**src/rtl/pc_fetch_pkg.sv**
```systemverilog
// ----------------------------------------------------------------------------
// pc_fetch_pkg
// Shared definitions for the PC fetch controller slice.
//   fetch_state_e         : controller state encoding (IDLE/FETCH/HOLD/TRAP)
//   INSTR_BYTES           : instruction width in bytes (word fetch)
//   DEFAULT_RESET_VECTOR  : default address loaded into pc on reset
//   is_word_aligned()     : true when an address is instruction aligned
// ----------------------------------------------------------------------------
package pc_fetch_pkg;

    localparam int          INSTR_BYTES          = 4;
    localparam logic [31:0] DEFAULT_RESET_VECTOR = 32'h0000_0000;

    typedef enum logic [1:0] {
        ST_IDLE  = 2'd0,
        ST_FETCH = 2'd1,
        ST_HOLD  = 2'd2,
        ST_TRAP  = 2'd3
    } fetch_state_e;

    function automatic logic is_word_aligned(input logic [31:0] addr);
        return (addr & 32'(INSTR_BYTES - 1)) == 32'd0;
    endfunction

endpackage

```
**src/rtl/pc_fetch_ctrl_pc_target_mux.sv**
```systemverilog
// ----------------------------------------------------------------------------
// pc_target_mux
// Selects the candidate next pc: the redirect target when branchTaken is set,
// otherwise the sequential pcNext. Also reports whether the redirect target is
// misaligned.
//
// Build option (macro PC_MISALIGN_TRAP_EN):
//   defined   : target passed through unmodified, misalignment reported so the
//               controller can trap.
//   undefined : target low bits forced to zero, misalignment never reported.
//
// Ports:
//   branchTaken      in   redirect select
//   branchTarget     in   redirect address
//   pcNext           in   sequential address (pc + 4)
//   nextPc           out  selected candidate address
//   targetMisaligned out  redirect target is not word aligned
// ----------------------------------------------------------------------------
module pc_target_mux
    import pc_fetch_pkg::*;
(
    input  logic        branchTaken,
    input  logic [31:0] branchTarget,
    input  logic [31:0] pcNext,
    output logic [31:0] nextPc,
    output logic        targetMisaligned
);

`ifdef PC_MISALIGN_TRAP_EN
    // A misaligned target is never loaded; the controller traps instead.
    assign nextPc           = branchTaken ? branchTarget : pcNext;
    assign targetMisaligned = branchTaken && !is_word_aligned(branchTarget);
`else
    // Masking the byte-offset bits makes every redirect land on a word.
    logic [31:0] aligned_target;
    assign aligned_target   = branchTarget & ~32'(INSTR_BYTES - 1);
    assign nextPc           = branchTaken ? aligned_target : pcNext;
    assign targetMisaligned = 1'b0;
`endif

endmodule

```
**src/rtl/pc_fetch_ctrl.sv**
```systemverilog
// ----------------------------------------------------------------------------
// pc_fetch_ctrl
// Program counter and instruction fetch controller. Issues one word fetch per
// cycle at pc, advances on each completed handshake, holds while the pipeline
// stalls and redirects on taken branches (squashing any wrong-path fetch).
//
// Build option: PC_MISALIGN_TRAP_EN -- when defined, a misaligned redirect
// target parks the controller in TRAP with a sticky misaligned flag until
// reset; when undefined, targets are silently word aligned.
//
// Ports:
//   clock         in   clock, rising edge
//   reset         in   synchronous active-high reset
//   pcNext        in   pc + 4 from the external PC adder
//   branchTaken   in   redirect request
//   branchTarget  in   redirect address
//   stall         in   pipeline cannot accept an instruction
//   imemReady     in   instruction memory completes the request this cycle
//   pc            out  current fetch address
//   imemReq       out  fetch request
//   imemAddr      out  fetch address (equals pc)
//   fetchValid    out  instruction at pc delivered this cycle
//   misaligned    out  sticky misaligned-redirect fault
// ----------------------------------------------------------------------------
module pc_fetch_ctrl
    import pc_fetch_pkg::*;
#(
    parameter logic [31:0] RESET_VECTOR = DEFAULT_RESET_VECTOR
) (
    input  logic        clock,
    input  logic        reset,
    input  logic [31:0] pcNext,
    input  logic        branchTaken,
    input  logic [31:0] branchTarget,
    input  logic        stall,
    input  logic        imemReady,
    output logic [31:0] pc,
    output logic        imemReq,
    output logic [31:0] imemAddr,
    output logic        fetchValid,
    output logic        misaligned
);

    localparam logic [1:0] IDLE  = ST_IDLE;
    localparam logic [1:0] FETCH = ST_FETCH;
    localparam logic [1:0] HOLD  = ST_HOLD;
    localparam logic [1:0] TRAP  = ST_TRAP;

    logic [1:0]  state_reg, state_next;
    logic [31:0] pc_reg, pc_next;
    logic        misaligned_reg, misaligned_next;

    logic [31:0] cand_pc;
    logic        cand_misaligned;
    logic        handshake;

    pc_target_mux u_target_mux (
        .branchTaken      (branchTaken),
        .branchTarget     (branchTarget),
        .pcNext           (pcNext),
        .nextPc           (cand_pc),
        .targetMisaligned (cand_misaligned)
    );

    // Reset also masks the request combinationally so an in-flight fetch is
    // dropped in the very cycle reset is asserted.
    assign imemReq    = (state_reg == FETCH) && !stall && !reset;
    assign handshake  = imemReq && imemReady;
    // A redirect squashes the delivery even if memory completes the request.
    assign fetchValid = handshake && !branchTaken;

    assign pc         = pc_reg;
    assign imemAddr   = pc_reg;
    assign misaligned = misaligned_reg;

    always_comb begin
        state_next      = state_reg;
        pc_next         = pc_reg;
        misaligned_next = misaligned_reg;
        case (state_reg)
            IDLE: state_next = FETCH;
            FETCH, HOLD: begin
                if (branchTaken) begin
                    if (cand_misaligned) begin
                        state_next      = TRAP;
                        misaligned_next = 1'b1;
                    end else begin
                        // Redirect wins over stall; a still-present stall is
                        // seen again next cycle from FETCH.
                        state_next = FETCH;
                        pc_next    = cand_pc;
                    end
                end else if (state_reg == HOLD) begin
                    if (!stall) begin
                        state_next = FETCH;
                    end
                end else if (stall) begin
                    state_next = HOLD;
                end else if (imemReady) begin
                    pc_next = cand_pc;
                end
            end
            TRAP: state_next = TRAP;
            default: state_next = IDLE;
        endcase
    end

    always_ff @(posedge clock) begin
        if (reset) begin
            state_reg      <= IDLE;
            pc_reg         <= RESET_VECTOR;
            misaligned_reg <= 1'b0;
        end else begin
            state_reg      <= state_next;
            pc_reg         <= pc_next;
            misaligned_reg <= misaligned_next;
        end
    end

endmodule

```
**config.mk**
```make
export PLATFORM = sky130hd
export DESIGN_NAME = pc_fetch_ctrl
export DESIGN_NICKNAME = d
export VERILOG_FILES = /design/src/rtl/pc_fetch_pkg.sv /design/src/rtl/pc_fetch_ctrl_pc_target_mux.sv /design/src/rtl/pc_fetch_ctrl.sv
export SDC_FILE = /design/constraint.sdc
export NUM_CORES = 1
export LEC_CHECK = 0
export BUFFER_PORTS_ARGS = -buffer_cell sky130_fd_sc_hd__buf_2
export CAP_MARGIN = 20
export CORE_MARGIN = 8
export CORE_UTILIZATION = 48
export CTS_BUF_LIST = sky130_fd_sc_hd__clkbuf_4
export CTS_CLUSTER_DIAMETER = 150
export DETAILED_ROUTE_END_ITERATION = 16
export PLACE_DENSITY = 0.95
export SLEW_MARGIN = 25
export SYNTH_ARGS = -nofsm -noshare
export SYNTH_HDL_FRONTEND = slang
export SYNTH_SLANG_ARGS = --single-unit
```
**constraint.sdc**
```tcl
create_clock -name clock -period 3.2 [get_ports clock]
set_clock_uncertainty 0.1 [all_clocks]
set_input_delay 0.32 -clock clock [delete_from_list [all_inputs] [get_ports clock]]
set_output_delay 0.32 -clock clock [all_outputs]
set_load 0.05 [all_outputs]
```
-- After elaboration in Yosys (flattened, before gate mapping)
Cells that the tools add are included.
W data, S select, Z words.
- bits in registers: 34
- bits of input ports: 69
- output and inout port bits: 67
- word-level logic and storage cells: 31
- eq/ne operators: 7
- multiplexer cells: 10
- reductions and logical operators: 12
- operator list (kind ; count):
    $mux W32 ; 5
    $mux W2 ; 4
    $ne A4 B4 Y1 const B ; 2
    $pmux W2 S3 ; 1
    $eq A2 B2 Y1 const B ; 2
    $logic_and A1 B1 Y1 ; 4
    $ne A2 B2 Y1 const B ; 2
    $reduce_and A4 Y1 ; 1
    $logic_not A1 Y1 ; 3
    $eq A2 B1 Y1 const B ; 1
    $logic_not A2 Y1 ; 1
    $reduce_and A2 Y1 ; 1
    $reduce_bool A2 Y1 ; 1
    $reduce_or A2 Y1 ; 1

-- Longest topological paths before layout
Gate-level depths: netlist (run 1).
- word-level depth: 5
- mapped depth: 7
- depth with buffers taken out: 5

-- Hierarchy
A second synthesis (run 1) with hierarchy kept.
- cell total of the unflattened synthesis: 236
- area, all modules: 2108.3 um^2
- by module, submodules not included (module ; instances ; cells an instance ; area an instance (um^2)):
    pc_fetch_ctrl ; 1 ; 198 ; 1574.0
    pc_target_mux ; 1 ; 38 ; 534.3

-- Least setup slack after synthesis (run 1)
OpenSTA, ideal clock, no wires.
- path kind: input port to output port
- start: input reset
- end: output fetchValid
- arrival: 2302 ps
- data required time: 2780 ps
- path slack: 478 ps
- cell stages on the path: 3
- buffers on the path: 1
- cell sequence: clkbuf_1 nand2b_1 nor4b_1
- longest elaborated chain between the ends: 4
- RTL lines (what ; RTL line ; text):
    start: declaration ; pc_fetch_ctrl.sv:31 ; input logic reset,
    $logic_not A1 Y1 ; pc_fetch_ctrl.sv:67 ; assign imemReq = (state_reg == FETCH) && !stall && !reset;
    $logic_and A1 B1 Y1 ; pc_fetch_ctrl.sv:67 ;
    $logic_and A1 B1 Y1 ; pc_fetch_ctrl.sv:68 ; assign handshake = imemReq && imemReady;
    $logic_and A1 B1 Y1 ; pc_fetch_ctrl.sv:70 ; assign fetchValid = handshake && !branchTaken;
    end: declaration ; pc_fetch_ctrl.sv:40 ; output logic fetchValid,
No other way between the ends.

-- Final worst setup path (run 1)
- start: register state_reg[0]
- end: register pc_reg[16], in the netlist imemAddr[16]
- longest elaborated chain between the ends: 3
- elaborated cells on any way between the ends: 5
- classes of those cells: eq/ne: 3; reduce/logical: 2
- RTL lines (what ; RTL line ; text):
    start: declaration ; pc_fetch_ctrl.sv:49 ; logic [1:0] state_reg, state_next;
    start signal: assignment ; pc_fetch_ctrl.sv:114 ; state_reg <= state_next;
    $eq A2 B2 Y1 / $eq A2 B1 Y1 (equally long branches) ; pc_fetch_ctrl.sv:80, pc_fetch_ctrl.sv:93 ;
    $ne A2 B2 Y1 (no source line) / $reduce_or A2 Y1 (equally long branches) ; - ;
    $reduce_and A4 Y1 (no source line) * ; - ;
    end signal: assignment ; pc_fetch_ctrl.sv:115 ; pc_reg <= pc_next;
    end: declaration ; pc_fetch_ctrl.sv:50 ; logic [31:0] pc_reg, pc_next;
Mark *: on every way between the ends. The rest lies on a longest branch, timed or not.
A chain may end at the register's enable or synchronous reset.

==> results.cfg, run 1 <==
[synth]
synthMuxAreaShare_pct = 31.7
synth_adder_area_share_pct = 2.25
yosys.area_share.simple_pct = 17.4
synth_nets = 304
synth_cell_types = 26
synth_top_family_by_area = multiplexers
ys_seq_elements = 34
synth-seq-area-share_pct = 30.6
synth_top_area_share_pct = 30.6
avgSynthCellArea_um2 = 9.63
synth_area_um2 = 2220
yosysTopAreaCell = dfxtp_1
synth_xor_xnor_area_share_pct = 0
synth-compound-area-share_pct = 2.08
ys_top_cells_by_area = dfxtp_1 (31%), mux2i_1 (15%), buf_4 (11%)
synth_cells = 231
yosysWarnings = 0

[min_path]
hold_start = branchTarget[6]
hp-class = in2reg

[sta]
fmax_mhz = 468
finalMaxSlewViolations = 0
finalCriticalPeriod_ns = 2.14
hold_violations = 0
period_share_pct = 66.8
finalSetupViolations = 0
timing.slew.headroom_pct = 59.3
fin_setup_tns_ns = 0
whs_ns = 0.233
worst_pin_slew_ns = 0.611
setup_ws_ns = 1.06
rsz0062_at_grt = no

[power_and_ir_drop]
ir_drop_v = 0.000273
cellLeakagePower_nw = 1.54
pwr_density_cell_nw_per_um2 = 504

[clock_network]
cts_tree = done
root_buffer = clkbuf_4
ctsHoldBuffers = 0
cts_made_buffers = 5
clock_latency_ns = 0.34
cts_resized = 0
cts_setup_buffers = 0
htree_num_levels = 2
clk_pin_slew_ns = 0.11
cts.path.max_buffers = 2
cts_sinks = 34

[drt]
drc = 0
num_vias = 1872
drt_iter0_drc = 44
met3_length_um = 539
detail-route-antenna-nets = 0
vias_per_cell = 4.95
wl_met2_um = 2910
met1_length_um = 2080
wire_per_inst_um = 14.8
dr.pass1.iters = 4
drt-total-wl_um = 5590
top_layer = met4

[critical_path]
worstPathMaxFanout = 17
crit_start = state_reg[0]$_SDFFE_PP0P_
r2r_start = state_reg[0]$_SDFFE_PP0P_
cp-end-kind = register
critPathLaunchType = register
cp.arrival_ns = 2.27
crit_required_ns = 3.33
criticalPathCategory = reg2reg

[flow_run]
cap_violations = 0

[outcome]
status = completed

[layout]
nets = 398
drive_gt1_share_pct = 54.6
final_cell_mix = buf_2 (132), dfxtp_1 (34), nor2_1 (33), mux2i_1 (33), nor2b_1 (30)
diodes = 0
mostFrequentLayoutCell = buf_2
syn_to_final_growth_pct = 22.0
largest_reg_flops = 32
fillers = 387

[placed_design]
gp_congestion = 0.734
hpwl_um = 4350
numPortBuffers = 132
dp_slack_ns = 1.06

[die]
die_h_um = 84.1
std_cell_rows = 24
coreArea_um2 = 4410
start_util_pct = 50.4
fp.dieW_um = 84.1
die_area_um2 = 7070
ios = 136

[global_route]
grt_overflow = 0
first_global_vias = 1980
grt_max_degree = 68
grt_first_pass_wirelength_um = 8940
antenna_found_initial = 0
grtUsageTotal_pct = 14.9
-- path summary, 6_finish.rpt --
check / endpoint / cells past startpoint / slack [ns]
worst max-delay path: imemAddr[16]$_SDFFE_PP0P_ / 6 / 1.06
worst min-delay path: imemAddr[6]$_SDFFE_PP0P_ / 4 / 0.23
worst max register to register: imemAddr[16]$_SDFFE_PP0P_ / 6 / 1.06
worst min register to register: imemAddr[0]$_SDFFE_PP0P_ / 2 / 0.40
-- where the power goes --
group	internal, mW	switching, mW	leakage [nW]	total, mW
combinational	0.177	0.391	1.21	0.568
sequential	0.463	0.0245	0.278	0.487
clock	0.162	0.150	0.0450	0.312
total	0.801	0.566	1.54	1.37
-- through the flow --
stage	std cells	utilization, %	instance area [µm²]	power, mW
after floorplan	231	-	2220	0.982
after global placement	370	59.8	2640	1.05
after detailed placement	370	59.8	2640	1.07
after CTS	378	61.5	2720	1.38
after global routing	378	61.5	2720	1.43
final	378	61.5	2720	1.37
-- worst max-delay path: stages (launching register included) --
cell	delay, ns
dfxtp_1	0.36
inv_1	0.10
ha_1	0.24
nor3b_2	0.10
o21ai_4	0.38
buf_4	0.38
mux2_2	0.37
-- cell usage after synthesis --
master / number
o21a_1: 1
clkbuf_1: 4
buf_2: 7
ha_1: 4
or2_2: 1
buf_6: 4
o21ai_0: 1
nor4b_1: 1
nor3b_2: 1
dfxtp_1: 34
o31ai_1: 1
mux2_4: 10
mux2_2: 20
nor3b_1: 1
nor3_1: 1
conb_1: 1
inv_1: 2
buf_4: 33
or3b_2: 2
nand2b_1: 3
a311oi_1: 1
nor2_1: 33
o221ai_1: 1
mux2i_1: 33
o21ai_2: 1
nor2b_1: 30
-- metal layers --
metal	vias to the layer above	track usage, %
met5	-	0
met4	0	5.18
met3	7	7.32
met2	85	28.0
met1	860	13.4
li1	920	-
-- cells by family (layout without fill, tap and decap cells) --
logic type	Yosys count	in the layout
and+or+nand+nor	73	73
muxes	63	63
buffers and inverters	50	145
DFF	34	34
AOI/OAI and AO/OA	6	6
adders and majority gates	4	4
other	1	1
-- layout make-up --
cell class / count / area (µm²) / area share, %
Multi-Input combinational cell: 147 / 1200 / 44.2
Tap cell: 52 / 65.1 / 2.40
Inverter: 2 / 7.51 / 0.276
Clock buffer: 5 / 37.5 / 1.38
Clock inverter: 3 / 40.0 / 1.47
Sequential cell: 34 / 681 / 25.1
Timing Repair Buffer: 135 / 683 / 25.2
No activity file was read; power rests on OpenSTA's default activity.
==> run 2, diff against run 1 <==
--- a/config.mk
+++ b/config.mk
@@ -8,11 +8,11 @@
 export BUFFER_PORTS_ARGS = -buffer_cell sky130_fd_sc_hd__buf_2
 export CAP_MARGIN = 20
 export CORE_MARGIN = 8
-export CORE_UTILIZATION = 48
+export CORE_UTILIZATION = 45
 export CTS_BUF_LIST = sky130_fd_sc_hd__clkbuf_4
 export CTS_CLUSTER_DIAMETER = 150
 export DETAILED_ROUTE_END_ITERATION = 16
-export PLACE_DENSITY = 0.95
+export PLACE_DENSITY = 0.9
 export SLEW_MARGIN = 25
 export SYNTH_ARGS = -nofsm -noshare
 export SYNTH_HDL_FRONTEND = slang
==> constraint.sdc (replaced) <==
create_clock -name clock -period 2.1 [get_ports clock]
set_clock_uncertainty 0.1 [all_clocks]
set_input_delay 0.21 -clock clock [delete_from_list [all_inputs] [get_ports clock]]
set_output_delay 0.21 -clock clock [all_outputs]
set_load 0.05 [all_outputs]
==> run 2 against run 1 <==
Against the previous run: final area grew 1.8%; wire length shrank 0.36%; critical path depth shrank 1; highest routed layer unchanged; sequential share of layout area shrank 0.45 points; critical endpoint is now imemAddr[28]$_SDFFE_PP0P_; worst hold slack lost 0.086 ns; critical path type unchanged; clock power grew 44%; cell count grew 4.5%; fmax grew 10%; sequential cell count is the same.
==> results.cfg, run 2 (same netlist as run 1, synthesis figures left out) <==
[global_route]
grt_use_met2_pct = 27.2
use_met1_pct = 15.1
first_global_vias = 2030
grtUsageTotal_pct = 14.8
grt_use_met3_pct = 5.10
grt_overflow = 0
grt_max_degree = 40
antenna_found_initial = 0
grt_first_pass_wirelength_um = 9030
top_usage_layer = met2

[die]
coreArea_um2 = 4750
std_cell_rows = 25
die_h_um = 86.3
ios = 136
fp.dieW_um = 86.3
die_area_um2 = 7450
start_util_pct = 46.8

[drt]
drc = 0
drt-total-wl_um = 5570
vias_per_cell = 4.74
dr.pass1.iters = 4
num_vias = 1871
wire_per_inst_um = 14.1
detail-route-antenna-nets = 0
drt_iter0_drc = 42

[clock_network]
root_buffer = clkbuf_4
ctsHoldBuffers = 0
cts_made_buffers = 5
cts_tree = done
cts.path.max_buffers = 2
cts_sinks = 34
cts_setup_buffers = 0
clk_pin_slew_ns = 0.10
clock_latency_ns = 0.32
htree_num_levels = 2

[placed_design]
hpwl_um = 4300
gp_congestion = 0.706
numPortBuffers = 132

[critical_path]
criticalPathCategory = reg2reg
critPathLaunchType = register
cp.arrival_ns = 2.06
cp-end-kind = register
crit_required_ns = 2.22
worstPathMaxFanout = 14

[min_path]
hp-class = in2reg

[layout]
largest_reg_flops = 32
syn_to_final_growth_pct = 24.3
drive_gt1_share_pct = 54.9
diodes = 0
final_cell_mix = buf_2 (132), dfxtp_1 (34), nor2_1 (33), mux2i_1 (33), nor2b_1 (30)
nets = 401
final_util_pct = 58.2
mostFrequentLayoutCell = buf_2

[sta]
hold_violations = 0
fmax_mhz = 517
worst_pin_slew_ns = 0.617
period_share_pct = 92.2
finalSetupViolations = 0
finalMaxSlewViolations = 0
whs_ns = 0.147
fin_setup_tns_ns = 0
finalCriticalPeriod_ns = 1.94
rsz0062_at_grt = no
timing.slew.headroom_pct = 58.7

[power_and_ir_drop]
swShare_pct = 41.0
combPwrFrac_pct = 42.5
ir_drop_v = 0.000398
pwr_density_cell_nw_per_um2 = 748
p_int_mw = 1.22
p_clk_share_pct = 21.7
p_sw_mw = 0.847
power_mw = 2.07
power_frac_seq_pct = 35.9
cellLeakagePower_nw = 1.54

[outcome]
status = completed

[flow_run]
cap_violations = 0
## run 2: cell count changes in the layout (fill, tap and decap cells not counted), sizes merged
cell	delta
buf	+2
o21ai	+1
clkinv	-1
## run 2: worst paths after layout
kind                               end  slack, ns                      start  cells after the start
min          imemAddr[20]$_SDFFE_PP0P_       0.15                 pcNext[20]                      4
max reg2reg  imemAddr[28]$_SDFFE_PP0P_       0.16  state_reg[0]$_SDFFE_PP0P_                      5
min reg2reg   imemAddr[1]$_SDFFE_PP0P_       0.40   imemAddr[1]$_SDFFE_PP0P_                      2
max          imemAddr[28]$_SDFFE_PP0P_       0.16  state_reg[0]$_SDFFE_PP0P_                      5
## run 2: area by class of cell
cell class                 count  area (µm²)
multi-input combinational    148        1220
inverter                       2        7.51
clock inverter                 2        33.8
clock buffer                   5        37.5
sequential                    34         681
timing repair buffer         137         698
tap                           67        83.8
fill                         418        1990
## run 2: power groups by stage
stage          registers, mW  logic (mW)  clock network [mW]
5_1_grt                0.752       0.926               0.496
2_1_floorplan          0.949       0.549                   0
4_1_cts                0.743       0.884               0.471
3_3_place_gp           0.753       0.858                   0
6_report               0.742       0.878               0.448
3_5_place_dp           0.756       0.875                   0
## run 2: metal layers
metal / vias to the layer above / part of all wire (%)
met4: 0 / 1.1
li1: 928 / -
met5: - / 0
met3: 6 / 7.4
met2: 91 / 50
met1: 846 / 42
## run 2: stage by stage
step / worst slack (ns) / instances / instance area (µm²)
after floorplan: 0.207 / 231 / 2230
after global placement: 0.0685 / 387 / 2680
after detailed placement: 0.0109 / 387 / 2680
after CTS: 0.0328 / 395 / 2760
after global routing: 0.0895 / 395 / 2770
final: 0.164 / 395 / 2770
## run 2: critical path, cell delays in order (launching register included)
cell     delay, ns
dfxtp_1       0.34
inv_1         0.06
ha_1          0.21
nor3b_2       0.48
o21ai_4       0.29
mux2_4        0.36
## run 2: what timing repair did
item                                    in CTS  in global routing
cloned                                       1                  0
pin swaps                                    1                  0
resized for setup                            0                  1
endpoints found under the setup margin       1                 10
==> run 3, diff against run 2 <==
--- a/config.mk
+++ b/config.mk
@@ -5,8 +5,8 @@
 export SDC_FILE = /design/constraint.sdc
 export NUM_CORES = 1
 export LEC_CHECK = 0
-export BUFFER_PORTS_ARGS = -buffer_cell sky130_fd_sc_hd__buf_2
-export CAP_MARGIN = 20
+export BUFFER_PORTS_ARGS = -buffer_cell sky130_fd_sc_hd__buf_4
+export CAP_MARGIN = 30
 export CORE_MARGIN = 8
 export CORE_UTILIZATION = 45
 export CTS_BUF_LIST = sky130_fd_sc_hd__clkbuf_4
==> run 3 against run 2 <==
Against the previous run: sequential power increased by 1%; wire length increased by 4.8%; utilization increased by 6.8 points; clock power increased by 8.9%; worst setup slack improved by 0.070 ns.
==> results.cfg, run 3 (same netlist as run 1, synthesis figures left out) <==
[placed_design]
dpl-instance-area_um2 = 3010
dp_slack_ns = 0.246
hpwl_um = 4700
gp_congestion = 0.673
numPortBuffers = 132

[sta]
finalMaxSlewViolations = 0
worst_pin_slew_ns = 0.511
fmax_mhz = 536
finalSetupViolations = 0
setup_ws_ns = 0.234
rsz0062_at_grt = no
period_share_pct = 88.9
fin_setup_tns_ns = 0
timing.slew.headroom_pct = 65.9
finalCriticalPeriod_ns = 1.87
hold_violations = 0

[clock_network]
cts_resized = 0
htree_num_levels = 2
ctsHoldBuffers = 0
cts_made_buffers = 5
clock_latency_ns = 0.32
cts_sinks = 34
cts_tree = done
root_buffer = clkbuf_4
cts.path.max_buffers = 2
clk_pin_slew_ns = 0.10
cts_setup_buffers = 0

[die]
coreArea_um2 = 4750
fp.dieW_um = 86.3
std_cell_rows = 25
start_util_pct = 46.8
ios = 136
die_area_um2 = 7450
die_h_um = 86.3

[layout]
mostFrequentLayoutCell = buf_4
diodes = 0
final_cell_mix = buf_4 (137), dfxtp_1 (34), nor2_1 (33), mux2i_1 (33), nor2b_1 (30)
drive_gt1_share_pct = 55.2
largest_reg_flops = 32
syn_to_final_growth_pct = 38.9
nets = 400
fin_area_um2 = 3090

[drt]
detail-route-antenna-nets = 0
num_vias = 1845
vias_per_cell = 4.67
dr.pass1.iters = 4
wire_per_inst_um = 14.8
drt_iter0_drc = 52
drc = 0
drt-total-wl_um = 5840

[global_route]
grt_first_pass_wirelength_um = 9200
antenna_found_initial = 0
first_global_vias = 2008
grtUsageTotal_pct = 15.2
grt_max_degree = 38
grt_overflow = 0

[flow_run]
cap_violations = 0

[power_and_ir_drop]
power_mw = 2.21
pwr_density_cell_nw_per_um2 = 714
cellLeakagePower_nw = 1.61
ir_drop_v = 0.000449

[critical_path]
critPathLaunchType = register
crit_slowest_cell = dfxtp_1
cp_cell_sequence = inv_1, ha_1, nor3b_2, o21ai_4, buf_4, mux2_4
worstPathMaxFanout = 15
cp-end-kind = register
crit_required_ns = 2.22
slowest_delay_ns = 0.39
criticalPathCategory = reg2reg
cp.arrival_ns = 1.98
r2r_cells = 6

[min_path]
hp-class = in2reg
min_path_cells = 4

[outcome]
status = completed
## run 3: critical path, delay by kind of cell, from the launching register on
kind | cells | cell delay, ns
and+or+nand+nor | 1 | 0.31
AOI/OAI and AO/OA | 1 | 0.07
DFF | 1 | 0.39
adders and majority gates | 1 | 0.25
muxes | 1 | 0.31
buffers and inverters | 2 | 0.32
## run 3: final cells by class
class                   count  area, µm²
fillers                   402       1660
multi-input cells         147       1210
repair buffers            137       1030
flip-flops and latches     34        681
well taps                  67       83.8
clock buffers               7       52.6
clock inverters             1       30.0
inverters                   2       7.51
## run 3: worst paths after layout
kind / startpoint / endpoint / slack [ns]
max: state_reg[0]$_SDFFE_PP0P_ / imemAddr[30]$_SDFFE_PP0P_ / 0.23
min: pcNext[14] / imemAddr[14]$_SDFFE_PP0P_ / 0.15
max reg2reg: state_reg[0]$_SDFFE_PP0P_ / imemAddr[30]$_SDFFE_PP0P_ / 0.23
min reg2reg: imemAddr[0]$_SDFFE_PP0P_ / imemAddr[0]$_SDFFE_PP0P_ / 0.40
## run 3: per-layer routing
metal	vias up	GRT usage (%)	part of all wire (%)
met5	-	0	0
met4	0	5.01	0.63
met2	78	27.6	52
li1	920	-	-
met3	4	6.33	9.5
met1	843	15.2	38
## run 3: power by group
part,switching (mW),internal (mW)
sequential,0.0473,0.705
clock,0.209,0.278
combinational,0.595,0.372
total,0.852,1.36
## run 3: stage by stage
| step | std cells | hold slack [ns] | utilization (%) |
|---|---|---|---|
| floorplan | 231 | 0.380 | - |
| global placement | 387 | 0.380 | 63.3 |
| detailed placement | 387 | 0.391 | 63.3 |
| CTS | 395 | 0.132 | 65.0 |
| global route | 395 | 0.133 | 65.0 |
| finish | 395 | 0.146 | 65.0 |
